==> src/rtl/sevenseg_scanner.sv <==
// Time-multiplexed common-anode seven-segment driver with frame-synchronous shadow
// latching, anti-ghost blanking and optional leading-zero suppression.

module hexdecoder (
  input  logic [3:0] nibble,
  output logic [6:0] seg
);

  // Active-low gfedcba pattern for a common-anode display.
  always_comb begin
    seg = 7'b1111111;
    case (nibble)
      4'h0: seg = 7'b1000000;
      4'h1: seg = 7'b1111001;
      4'h2: seg = 7'b0100100;
      4'h3: seg = 7'b0110000;
      4'h4: seg = 7'b0011001;
      4'h5: seg = 7'b0010010;
      4'h6: seg = 7'b0000010;
      4'h7: seg = 7'b1111000;
      4'h8: seg = 7'b0000000;
      4'h9: seg = 7'b0010000;
      4'hA: seg = 7'b0001000;
      4'hB: seg = 7'b0000011;
      4'hC: seg = 7'b1000110;
      4'hD: seg = 7'b0100001;
      4'hE: seg = 7'b0000110;
      4'hF: seg = 7'b0001110;
      default: seg = 7'b1111111;
    endcase
  end

endmodule

module sevenseg_scanner #(
  parameter int DIGITS       = 4,
  parameter int REFRESH_DIV  = 50000,
  parameter int BLANK_CYCLES = 2
) (
  input  logic                  clk,
  input  logic                  rst_n,
  input  logic                  enable,
  input  logic                  load,
  input  logic [4*DIGITS-1:0]   value,
  input  logic [DIGITS-1:0]     dp_in,
  input  logic                  blank_lz,
  output logic [6:0]            seg,
  output logic [DIGITS-1:0]     an_n,
  output logic                  dp_n,
  output logic [2:0]            digit_idx,
  output logic                  frame_done
);

  localparam int CNT_W = (REFRESH_DIV > 1) ? $clog2(REFRESH_DIV) : 1;
  localparam logic [CNT_W-1:0] CNT_LAST = CNT_W'(REFRESH_DIV - 1);
  localparam logic [2:0]       IDX_LAST = 3'(DIGITS - 1);

  logic [4*DIGITS-1:0] pending_val, shadow_val;
  logic [DIGITS-1:0]   pending_dp, shadow_dp;
  logic [CNT_W-1:0]    cnt;
  logic [2:0]          idx;

  logic                slot_end, frame_end;
  logic [3:0]          cur_nibble;
  logic                cur_dp;
  logic                higher_zero, suppress, visible;
  logic [DIGITS-1:0]   an_next;
  logic [6:0]          dec_seg;

  always_comb begin
    slot_end    = enable && (cnt == CNT_LAST);
    frame_end   = slot_end && (idx == IDX_LAST);
    cur_nibble  = 4'h0;
    cur_dp      = 1'b0;
    higher_zero = 1'b1;
    an_next     = '1;
    for (int i = 0; i < DIGITS; i++) begin
      if (idx == 3'(i)) begin
        cur_nibble = shadow_val[4*i +: 4];
        cur_dp     = shadow_dp[i];
      end
      if ((3'(i) >= idx) && (shadow_val[4*i +: 4] != 4'h0))
        higher_zero = 1'b0;
    end
    // Digit 0 is always shown so a zero value still reads "0".
    suppress = blank_lz && (idx != 3'd0) && higher_zero;
    visible  = enable && (int'(cnt) >= BLANK_CYCLES) && !suppress;
    for (int i = 0; i < DIGITS; i++) begin
      if (visible && (idx == 3'(i)))
        an_next[i] = 1'b0;
    end
  end

  hexdecoder u_dec (
    .nibble (cur_nibble),
    .seg    (dec_seg)
  );

  // While disabled the shadow tracks pending continuously so re-enabling is instant.
  always_ff @(posedge clk or negedge rst_n) begin
    if (!rst_n) begin
      pending_val <= '0;
      pending_dp  <= '0;
      shadow_val  <= '0;
      shadow_dp   <= '0;
      cnt         <= '0;
      idx         <= '0;
    end else begin
      if (load) begin
        pending_val <= value;
        pending_dp  <= dp_in;
      end
      if (!enable || frame_end) begin
        shadow_val <= load ? value : pending_val;
        shadow_dp  <= load ? dp_in : pending_dp;
      end
      if (!enable) begin
        cnt <= '0;
        idx <= '0;
      end else if (slot_end) begin
        cnt <= '0;
        idx <= (idx == IDX_LAST) ? 3'd0 : idx + 3'd1;
      end else begin
        cnt <= cnt + 1'b1;
      end
    end
  end

  always_ff @(posedge clk or negedge rst_n) begin
    if (!rst_n) begin
      seg        <= 7'b1000000;
      an_n       <= '1;
      dp_n       <= 1'b1;
      digit_idx  <= 3'd0;
      frame_done <= 1'b0;
    end else begin
      seg        <= dec_seg;
      an_n       <= an_next;
      dp_n       <= visible ? ~cur_dp : 1'b1;
      digit_idx  <= enable ? idx : 3'd0;
      frame_done <= frame_end;
    end
  end

endmodule

==> config.mk <==
export PLATFORM = sky130hd
export DESIGN_NAME = sevenseg_scanner
export DESIGN_NICKNAME = d
export VERILOG_FILES = /design/src/rtl/sevenseg_scanner.sv
export SDC_FILE = /design/constraint.sdc
export NUM_CORES = 1
export LEC_CHECK = 0
export CAP_MARGIN = 25
export CORE_ASPECT_RATIO = 2
export CORE_MARGIN = 1.5
export CORE_UTILIZATION = 50
export CTS_CLUSTER_DIAMETER = 30
export DETAILED_ROUTE_END_ITERATION = 8
export PLACE_DENSITY_LB_ADDON = 0.1
export SYNTH_ARGS = -nofsm -noshare
export SYNTH_HDL_FRONTEND = slang
export SYNTH_SLANG_ARGS = --single-unit
==> constraint.sdc <==
create_clock -name clk -period 3 [get_ports clk]
set_input_delay 0.9 -clock clk [delete_from_list [all_inputs] [get_ports clk]]
set_output_delay 0.9 -clock clk [all_outputs]
set_load 0.01 [all_outputs]
# Word level (Yosys, flattened, before mapping)
# Memory sizes are Yosys's and may differ from the RTL's. A register that Yosys moved wholly into a read port is not among the register bits.
# Index checks and enable logic that the tools add are counted.
# word_totals
mem_count	1
inputBits	25
elab_cells	73
mem_bits_ro	112
mem_bits_rw	0
ff_bits	68
latch_bits	0
# mem_list
name	depth	word_bits	read_ports	rd_ports_with_merged_regs	wr	line_no	text
(name not given)	16	7	1	1	0	12	case (nibble)
# classes
mux	25
magnitude_cmp	5
bitwise	1
reduce_logical	24
shift	0
n_div	0
eq_ne	5
add_sub_neg	2
multipliers	0
# ops
cell	n
$mux 16	3
$mux 4	5
$add 16x1->16 const B	1
$eq 16x16->1 const B	1
$ge 16x2->1 const B	1
$reduce_bool 4->1	4
$logic_and 1x1->1	14
$mux 1	13
$mux 3	4
$eq 3x2->1 const B	2
$ge 1x3->1 const A	2
$ge 2x3->1 const A	2
$add 3x1->3 const B	1
$eq 3x1->1 const B	1
$logic_not 1->1	3
$logic_not 3->1	1
$reduce_bool 3->1	1
$ne 2x1->1 const B	1
$logic_or 1x1->1	1
$not 1->1	1

# Depth between registers and ports, before layout
# logic_depth
depth_word	11
ltp_mapped	11
mapped_depth_nobuf	11

# Cells and area by module
# Synthesis repeated with hierarchy kept, for this count alone.
# unflattened
cells_unflattened	290
area_unflattened_um2	3674.8
# by_module_without_submodules
module	seq_area_each_um2	area_per_inst_um2	instances	cells_each
sevenseg_scanner	1884.3	3399.5	1	258
hexdecoder	0.0	275.3	1	32

# Least setup slack after synthesis
# No wires, ideal clock.
# synth_path
kind	reg2reg
start	register idx[0]
end	register seg[3]
setup_ns	0.138
t_required_ns	2.862
path_buffers	0
stages_incl_launch_ff	10
t_arrival_ns	2.356
setup_slack_ns	0.506
synth_period_minus_slack_ns	2.494
path_cell_list	dfrtp_1 inv_1 ha_1 nand2b_1 nor2_1 nor2_1 a22oi_1 inv_1 ha_1 mux4_2
# synth_between
elab_chain_cells	5
word_cells_on_any_way	8
# synth_lines
item	line_no	text
from (decl)	61	logic [2:0] idx;
from (signal assigned)	122	idx <= (idx == IDX_LAST) ? 3'd0 : idx + 3'd1;
$logic_not 3->1	78	if (idx == 3'(i)) begin
$mux 4 (3 in a row)	78	
$mux 4 (*)	78	
to (decl)	47	output logic [6:0] seg,
# Mark *: on every way between the ends. The rest lies on a longest branch, timed or not.
# A chain may end at the register's enable or synchronous reset.

# Worst setup path after layout
# Ends and elaborated chain as after synthesis.

==> reports/results.ini <==
[hold_path]
holdCritPathClass=flip-flop to flip-flop

[floorplan]
io_pins=41
initial_core_util_pct=52.01
coreArea_sq_um=6674
die_x_microns=61.92
die_y_microns=120.8
rows=42
die_area_sq_um=7481

[synthesis]
syn_inst=289
synth-seq-cells=75
async_flop_share_pct=100.0
synth_area_leaders=dfrtp_1 50%, mux2_2 13%, dfstp_2 4.5%
synth.distinct_cells=45
syn-num-nets=325
synth_seq_area_share_pct=54.29
syn_area_sq_um=3471
synth.avg_cell_area_sq_um=12.01
yosys.area.top_type=dfrtp_1
synthFlopType=dfrtp_1
synth_warnings=0
synth_top_area_share_pct=49.75
synth_edf_count=0

[place]
dp.cells=413
port_buffers=40
finalWeightedCongestion=0.9154
dp_hpwl_microns=5083

[power_and_ir_drop]
peakVddDrop_mv=0.3418
powerDensity_nw_per_um2=591.7
p_seq_share_pct=46.5
combPwrFrac_pct=14.6
p_int_mw=1.923
sw_frac_of_total_pct=23.53
clock_power_share_pct=38.8
p_sw_uw=591.8
cellLeakagePower_nw=1.823

[global_route]
grt_max_degree=41
grt_use_total_pct=20.75
grt_antenna_before_repair=0
grt_pass1_vias=2370
grt_pass1_wl_microns=11050
grt_overflow=0

[cts]
cts_root_buf=clkbuf_16
path_clk_slew_ns=0.05
clockBufferDepth=2
hold_buffers=0
cts_tree=done
cts_num_sinks=75
htreeDepth=3
clk_latency_ns=0.34
post_cts_buffers=0
cts_buffers=9

[sta]
slew-limit-headroom_pct=55.67
skew_ns=0.005828
period_share_pct=84.89
rsz0062_at_grt=no
fmax_ghz=0.3927
maxSlewViolCount=0
fin_setup_tns_ns=0
layout_min_cycle_time_ns=2.547
hold_viol_final=0
setup_viol=0
worst_pin_slew_ns=0.6649

[final_layout]
drive_gt1_share_pct=21.99
fin_cells=429
antenna-diode-count=0
fillers=549
finalNetCount=372
area_growth_syn_to_layout_pct=22.46

[worst_setup_path]
crit_path_end_kind=flip-flop
required_ns=3.20
path_class=flip-flop to flip-flop
cpPeakStageDelay_ns=0.47
path_delay_family=adder cells
cp-start-kind=flip-flop
critPathBufInv=2
critPathArrivalTime_ns=2.75
path_cells=inv_1 > ha_1 > nand2b_1 > nor2_1 > nor2_1 > a22oi_2 > inv_1 > ha_1 > mux4_2
cp_slowest_cell=mux4_2
cp_max_fo=8

[flow_run]
cap_violations=0

[detailed_routing]
routed_wl_microns=6766
viasPerCell=5.443
dr.pass1.iters=4
postRouteAntennaNets=0
drc_errors=0
drt_iter0_markers=82
vias=2335
wire_per_inst_microns=15.77

[status]
status=finished clean

==> power groups by stage <==
| stage | combinational, mW | clock [mW] | sequential, mW |
|---|---|---|---|
| after floorplan | 0.204 | 0 | 1.18 |
| after global placement | 0.366 | 0 | 1.19 |
| after detailed placement | 0.371 | 0 | 1.19 |
| after CTS | 0.373 | 0.995 | 1.17 |
| after global routing | 0.409 | 1.03 | 1.18 |
| final | 0.368 | 0.976 | 1.17 |
==> layout by cell type, fill, tap and decap left out, types with 7 or more instances in the layout <==
master	n
clkbuf_16	9
dfrtp_1	69
ha_1	11
nand3_1	18
buf_4	7
xor2_1	11
nand2_1	18
clkdlybuf4s50_1	39
inv_1	9
nor2_1	24
mux2_2	40
==> final timing paths <==
| kind | slack, ns | end | cells after the start | start |
|---|---|---|---|---|
| min in group asynchronous | 0.52 | seg[4] | 1 | rst_n |
| max in group asynchronous | 1.86 | an_n[1] | 2 | rst_n |
| worst max register to register | 0.45 | seg[3] | 9 | idx[0] |
| worst min register to register | 0.49 | pending_val[14] | 1 | pending_val[14] |
| worst min-delay path | 0.49 | pending_val[14] | 1 | pending_val[14] |
| worst max-delay path | 0.45 | seg[3] | 9 | idx[0] |
==> per-stage QoR <==
step	hold WS [ns]	instance area (sq um)	total power [mW]	utilization [%]	setup WS, ns
6_report	0.4908	4250	2.515	63.69	0.4533
4_1_cts	0.4941	4245	2.541	63.61	0.2279
3_3_place_gp	0.4783	3971	1.554	59.51	0.3802
3_5_place_dp	0.4821	3971	1.561	59.51	0.2476
5_1_grt	0.5084	4250	2.623	63.69	0.2318
2_1_floorplan	0.4659	3471	1.388	-	0.5055
==> routing by layer <==
| layer | wire [microns] | vias to the layer above | global-route usage [%] |
|---|---|---|---|
| li1 | - | 1104 | - |
| met1 | 2468 | 1161 | 22.10 |
| met2 | 3790 | 51 | 35.13 |
| met3 | 211 | 19 | 3.850 |
| met4 | 296 | 0 | 13.43 |
| met5 | 0 | - | 0 |
==> cell families after synthesis <==
group,synth area share [%]
simple gates,13.99
flops,54.29
mux,14.78
compound gates,5.623
buf+inv,3.316
xor+xnor,4.037
fa+ha+maj,3.965
==> state kept, by name, summed over array words and instances, names as in the netlist <==
name / flops
an_n: 4
cnt: 16
digit_idx: 3
dp_n: 1
frame_done: 1
idx: 3
pending_dp: 4
pending_val: 16
seg: 7
shadow_dp: 4
shadow_val: 16
==> area by class of cell <==
cell class              instances  area, sq um  area share, %
multi-input cells             192         1476          34.74
clock buffers                  14        264.0          6.211
clock inverters                 2        10.01         0.2355
well taps                      88        110.1          2.591
flip-flops and latches         75         1884          44.33
repair buffers                 48        467.9          11.01
inverters                      10        37.54         0.8831
==> worst reg2reg max path: stages (launching register included) <==
cell,delay (ns)
dfrtp_1,0.37
inv_1,0.18
ha_1,0.35
nand2b_1,0.16
nor2_1,0.12
nor2_1,0.06
a22oi_2,0.36
inv_1,0.12
ha_1,0.24
mux4_2,0.47
==> cell usage after synthesis, types with 2 or more instances <==
| library cell | count |
|---|---|
| inv_1 | 9 |
| a21oi_1 | 5 |
| nand4_1 | 2 |
| ha_1 | 11 |
| nor4_1 | 5 |
| mux2_2 | 40 |
| buf_2 | 5 |
| nor2_1 | 24 |
| o31ai_1 | 3 |
| nand2b_1 | 3 |
| dfstp_2 | 6 |
| clkbuf_1 | 2 |
| nand3_1 | 18 |
| xnor2_1 | 5 |
| a21boi_0 | 3 |
| and3_1 | 3 |
| and4_1 | 2 |
| and2_1 | 5 |
| nand2_1 | 18 |
| dfrtp_1 | 69 |
| buf_4 | 3 |
| buf_6 | 2 |
| mux2i_1 | 4 |
| nor3b_1 | 3 |
| nor3_1 | 4 |
| nor2b_1 | 3 |
| xor2_1 | 11 |
| a22oi_1 | 2 |
| or4_1 | 2 |
| o22ai_1 | 2 |
==> timing repair <==
| item | in CTS | in global routing |
|---|---|---|
| hold endpoints to repair | 0 | 0 |
| endpoints found under the setup margin | 0 | 1 |
| resized for setup | 0 | 1 |
No activity file was read; power rests on OpenSTA's default activity.
